**config.mk**
```make
export PLATFORM = sky130hd
export DESIGN_NAME = ram_rmw_ctrl
export DESIGN_NICKNAME = d
export VERILOG_FILES = /design/src/rtl/ram_ctrl_pkg.sv /design/src/rtl/ram_lane_unit.sv /design/src/rtl/ram_rmw_ctrl.sv
export SDC_FILE = /design/constraint.sdc
export NUM_CORES = 1
export LEC_CHECK = 0
export ABC_AREA = 1
export BUFFER_PORTS_ARGS = -buffer_cell sky130_fd_sc_hd__buf_2
export CAP_MARGIN = 15
export CORE_MARGIN = 2
export CORE_UTILIZATION = 48
export DETAILED_ROUTE_END_ITERATION = 10
export PLACE_DENSITY_LB_ADDON = 0.08
export SLEW_MARGIN = 20
export SYNTH_ARGS = -nofsm -noshare
export SYNTH_HDL_FRONTEND = slang
export SYNTH_SLANG_ARGS = --single-unit
```
**constraint.sdc**
```tcl
create_clock -name clka -period 2.7 [get_ports clka]
set_input_delay 0.405 -clock clka [delete_from_list [all_inputs] [get_ports clka]]
set_output_delay 0.405 -clock clka [all_outputs]
set_load 0.03 [all_outputs]
```
**src/rtl/ram_ctrl_pkg.sv**
```systemverilog
// Shared encodings for the read-modify-write RAM controller: access sizes,
// FSM states, default RAM latency and the alignment check.
package ram_ctrl_pkg;

    localparam int unsigned RAM_LAT_DEF = 1;

    typedef enum logic [1:0] {
        SZ_BYTE = 2'b00,
        SZ_HALF = 2'b01,
        SZ_WORD = 2'b10,
        SZ_ILL  = 2'b11
    } size_e;

    typedef enum logic [1:0] {
        S_IDLE,
        S_RD,
        S_WR,
        S_RESP
    } state_e;

    // Misaligned halfwords/words and the reserved size are rejected outright.
    function automatic logic access_err(input size_e size, input logic [1:0] lo);
        logic err;
        case (size)
            SZ_BYTE: err = 1'b0;
            SZ_HALF: err = lo[0];
            SZ_WORD: err = (lo != 2'b00);
            default: err = 1'b1;
        endcase
        return err;
    endfunction

endpackage

```
**src/rtl/ram_lane_unit.sv**
```systemverilog
// Little-endian byte-lane handling: merges store data into the fetched word
// and extracts/extends the addressed lanes for loads.
module ram_lane_unit
    import ram_ctrl_pkg::*;
(
    input  size_e       size_i,
    input  logic [1:0]  addr_lo_i,
    input  logic        signed_i,
    input  logic [31:0] wdata_i,
    input  logic [31:0] rword_i,
    output logic [31:0] merged_o,
    output logic [31:0] load_o
);
    logic [7:0]  byte_v;
    logic [15:0] half_v;

    assign byte_v = rword_i[{addr_lo_i, 3'b000} +: 8];
    assign half_v = rword_i[{addr_lo_i[1], 4'b0000} +: 16];

    always_comb begin
        merged_o = rword_i;
        case (size_i)
            SZ_BYTE: merged_o[{addr_lo_i, 3'b000} +: 8]    = wdata_i[7:0];
            SZ_HALF: merged_o[{addr_lo_i[1], 4'b0000} +: 16] = wdata_i[15:0];
            default: merged_o = wdata_i;
        endcase
    end

    always_comb begin
        load_o = rword_i;
        case (size_i)
            SZ_BYTE: load_o = {{24{signed_i & byte_v[7]}}, byte_v};
            SZ_HALF: load_o = {{16{signed_i & half_v[15]}}, half_v};
            default: load_o = rword_i;
        endcase
    end

endmodule

```
**src/rtl/ram_rmw_ctrl.sv**
```systemverilog
// Single-port RAM controller: byte/halfword/word loads and stores, with
// sub-word stores done as read-modify-write over a RAM of latency RAM_LAT.
module ram_rmw_ctrl #(
    parameter int unsigned RAM_LAT = ram_ctrl_pkg::RAM_LAT_DEF,
    parameter int unsigned ADDR_W  = 7
) (
    input  logic              clka,
    input  logic              rsta,
    input  logic              req_valid,
    output logic              req_ready,
    input  logic              req_we,
    input  logic [1:0]        req_size,
    input  logic              req_signed,
    input  logic [ADDR_W+1:0] req_addr,
    input  logic [31:0]       req_wdata,
    output logic              resp_valid,
    output logic [31:0]       resp_rdata,
    output logic              resp_err,
    output logic              ram_wea,
    output logic [ADDR_W-1:0] ram_addra,
    output logic [31:0]       ram_dina,
    input  logic [31:0]       ram_douta
);
    import ram_ctrl_pkg::*;

    localparam int unsigned CNT_W = (RAM_LAT > 0) ? $clog2(RAM_LAT + 1) : 1;

    state_e             state_q, state_d;
    logic [CNT_W-1:0]   cnt_q, cnt_d;
    logic               we_q, signed_q, err_q;
    size_e              size_q;
    logic [ADDR_W+1:0]  addr_q;
    logic [31:0]        wdata_q, rword_q;
    logic               rd_last, accept, req_bad;
    logic [31:0]        merged, load_data;

    assign accept  = (state_q == S_IDLE) && req_valid;
    assign req_bad = access_err(size_e'(req_size), req_addr[1:0]);
    assign rd_last = (state_q == S_RD) && (cnt_q == CNT_W'(RAM_LAT));

    always_comb begin
        state_d = state_q;
        cnt_d   = cnt_q;
        case (state_q)
            S_IDLE: begin
                if (req_valid) begin
                    cnt_d = '0;
                    if (req_bad)
                        state_d = S_RESP;
                    else if (req_we && size_e'(req_size) == SZ_WORD)
                        state_d = S_WR;
                    else
                        state_d = S_RD;
                end
            end
            S_RD: begin
                if (rd_last)
                    state_d = we_q ? S_WR : S_RESP;
                else
                    cnt_d = cnt_q + 1'b1;
            end
            S_WR:    state_d = S_RESP;
            S_RESP:  state_d = S_IDLE;
            default: state_d = S_IDLE;
        endcase
    end

    always_ff @(posedge clka) begin
        if (rsta) begin
            state_q  <= S_IDLE;
            cnt_q    <= '0;
            we_q     <= 1'b0;
            signed_q <= 1'b0;
            err_q    <= 1'b0;
            size_q   <= SZ_BYTE;
            addr_q   <= '0;
            wdata_q  <= '0;
            rword_q  <= '0;
        end else begin
            state_q <= state_d;
            cnt_q   <= cnt_d;
            if (accept) begin
                we_q     <= req_we;
                signed_q <= req_signed;
                err_q    <= req_bad;
                size_q   <= size_e'(req_size);
                addr_q   <= req_addr;
                wdata_q  <= req_wdata;
            end
            if (rd_last)
                rword_q <= ram_douta;
        end
    end

    ram_lane_unit u_lane (
        .size_i    (size_q),
        .addr_lo_i (addr_q[1:0]),
        .signed_i  (signed_q),
        .wdata_i   (wdata_q),
        .rword_i   (rword_q),
        .merged_o  (merged),
        .load_o    (load_data)
    );

    assign req_ready  = (state_q == S_IDLE);
    assign resp_valid = (state_q == S_RESP);
    assign resp_err   = (state_q == S_RESP) && err_q;
    assign resp_rdata = ((state_q == S_RESP) && !err_q && !we_q) ? load_data : '0;
    assign ram_wea    = (state_q == S_WR);
    assign ram_addra  = addr_q[ADDR_W+1:2];
    assign ram_dina   = (state_q == S_WR) ? merged : '0;

endmodule
```
==> metrics.txt <==
RR Endpoint err_q; die height 106 um; Worst EP arrival about 2.2 ns; cts hold-fix bufs 0; clk slew on worst S/H paths about 0.09 ns; Clock H-tree levels 3; Synth Instances between 800 and 900; Final Instance Count excl. Fillers 1,071; clk sinks slightly above 80; largest net degree at the start of global routing 61; worst hold path type in2reg; Antenna Cells 0; placed insts roughly 1,100; Syn. warnings 0; FP Rows 37; HP Start rsta; maximum root-to-sink buffer count 2; largest cells by area after synthesis dfxtp_1 32%, o21ai_0 17%, nor2_1 10%, a21oi_1 9.1%, nand2_1 8.9%; number of flops mapped to enable cells by yosys 0; GP Congestion around 0.95; slew margin rel. 0.338; leakage around 2.6 nW; VDD IR-drop max 0.572 mV; CTS tree done; Crit Path Max Fanout 23; P per Cell Area 869 mW/mm^2; hold depth 2; worst reg2reg path startpoint state_q[0]; vias in the first global route 5,570; CTS buffer count 9; CP Launch Type flip-flop; Synth Cell Area about 0.005 mm^2; average size of a mapped cell 6.24 um^2; top-area cell type share of the netlist area 0.324; Top Ports about 160; Detailed Routing Iterations Pass 1 7; max cap viols 0; hold path endpoint cnt_q; Clock Skews approximately 0.010 ns; # setup viols final 0; fin crit period between 2 and 3 ns; synthesis-to-layout area growth 22.5%; status finished, final reports clean; Req. time, crit path between 2 and 2.5 ns; Final Hold Fails 0; All-Layer GR Usage 0.302; ANT nets after route 0; dpl hpwl around 13,000 um; grt total ovfl 0; first-pass GRT wire length around 27,000 um; worst r2r path cells 6; Max Clk Rate roughly 380 MHz; insertion delay to the later sink of the worst-skew pair between 0.3 and 0.4 ns; final wirelength around 17,000 um; die width around 110 um; most numerous cell in the Yosys netlist o21ai_0; Reg2Reg Setup Slack about 0.82 ns; post-synth cell types 31; Synth area leader dfxtp_1; via count about 6,000; drt via density 5.63; Max Slew Vio Count 0; sequential area share after synthesis 0.324; First DRT Iteration DRCs slightly below 700; Tightest Pin Transition ~0.99 ns; Starting Density 0.490; Core Box Area roughly 0.01 mm^2; ys flop type dfxtp_1; die area 0.0113 mm^2; CP Capture Type primary output; initial antenna violation count 0; Mapped Nets between 800 and 900; CTS root buf clkbuf_8; nets@finish 1,020; Post-synth ARST share 0; port bufs around 150; Pwr Total between 0.005 and 0.006 W; top cells by count, synth 167 x o21ai_0, 137 x nor2_1, 119 x nand2_1, 91 x a21oi_1, 81 x dfxtp_1; Setup CP Type reg2out; DRC Markers 0; layout cells sized above 1 0.245; flops & latches, synth ~80; WL per Instance ~16 um; Final period util 0.981
power by group:
| part | leakage, nW | total, W | switching [W] | internal [W] |
|---|---|---|---|---|
| clock network | 0.0875 | 0.000894 | 0.000469 | 0.000425 |
| logic | 1.87 | 0.00268 | 0.00187 | 0.000813 |
| registers | 0.664 | 0.00176 | 0.000283 | 0.00147 |
| total | 2.62 | 0.00533 | 0.00262 | 0.00271 |
what timing repair did:
item                       in CTS  in global routing
setup endpoints to repair      49                 48
buffers inserted                0                  1
hold endpoints to repair        0                  0
gates resized for setup         7                 16
pin swaps                       0                  2
how the worst max path moves through the flow:
stage	startpoint	end	slack, ns	cells after the start
finish	addr_q[1]	ram_dina[13]	0.05	9
global route	addr_q[0]	ram_dina[30]	-0.003	7
CTS	addr_q[1]	ram_dina[13]	0.004	9
detailed placement	addr_q[0]	ram_dina[16]	0.20	9
global placement	addr_q[0]	ram_dina[23]	0.25	9
floorplan	addr_q[1]	ram_dina[16]	0.05	11
state kept, by name (all words and copies together) (netlist names):
| name | flops |
|---|---|
| addr_q | 9 |
| we_q | 1 |
| wdata_q | 32 |
| size_q | 2 |
| cnt_q | 1 |
| signed_q | 1 |
| rword_q | 32 |
| state_q | 2 |
| err_q | 1 |
layout by cell type (no fill, tap or decap), drive strengths merged, types with 11 or more instances in the layout:
master and count:
a21oi 91, buf 172, clkbuf 11, dfxtp 81, inv 51, nand2 125
nand3 26, nor2 150, o211ai 12, o21ai 168
cell families (layout without fill, tap and decap cells):
| group | count (synthesis) | in the layout | synth area share |
|---|---|---|---|
| compound gates | 291 | 291 | 0.303 |
| fa+ha+maj | 9 | 9 | 0.0225 |
| buf+inv | 111 | 243 | 0.0924 |
| flops | 81 | 81 | 0.324 |
| simple gates | 311 | 311 | 0.259 |
routing by layer:
metal | routed length, um | track usage
met1 | 7590 | 0.418
met2 | 7910 | 0.495
met3 | 1450 | 0.0429
met4 | 264 | 0.0780
met5 | 0 | 0
stage by stage:
stage	utilization	setup WS, ns	area (um^2)	TNS [ns]	hold slack, ns
3_3_place_gp	0.573	0.245	5870	0	0.458
5_1_grt	0.600	-0.00320	6140	-0.00345	0.207
6_report	0.600	0.0507	6140	0	0.213
4_1_cts	0.594	0.00360	6080	0	0.205
2_1_floorplan	-	0.0473	5040	0	0.441
3_5_place_dp	0.573	0.202	5870	0	0.461
worst max-delay path, cell delays in order, from the launching register on:
cell      delay (ns)
dfxtp_1         0.34
inv_1           0.08
buf_6           0.18
ha_1            0.23
clkinv_4        0.13
nand3_1         0.11
o21ai_0         0.30
nand2_1         0.09
a31oi_1         0.18
buf_2           0.23
final cells by class:
| class | count | area [um^2] |
|---|---|---|
| Sequential cell | 81 | 1620 |
| Clock inverter | 6 | 70.1 |
| Clock buffer | 9 | 124 |
| Timing Repair Buffer | 174 | 930 |
| Tap cell | 136 | 170 |
| Inverter | 54 | 215 |
| Fill cell | 1037 | 4090 |
| Multi-Input combinational cell | 611 | 3010 |
No activity file was read; power rests on OpenSTA's default activity.
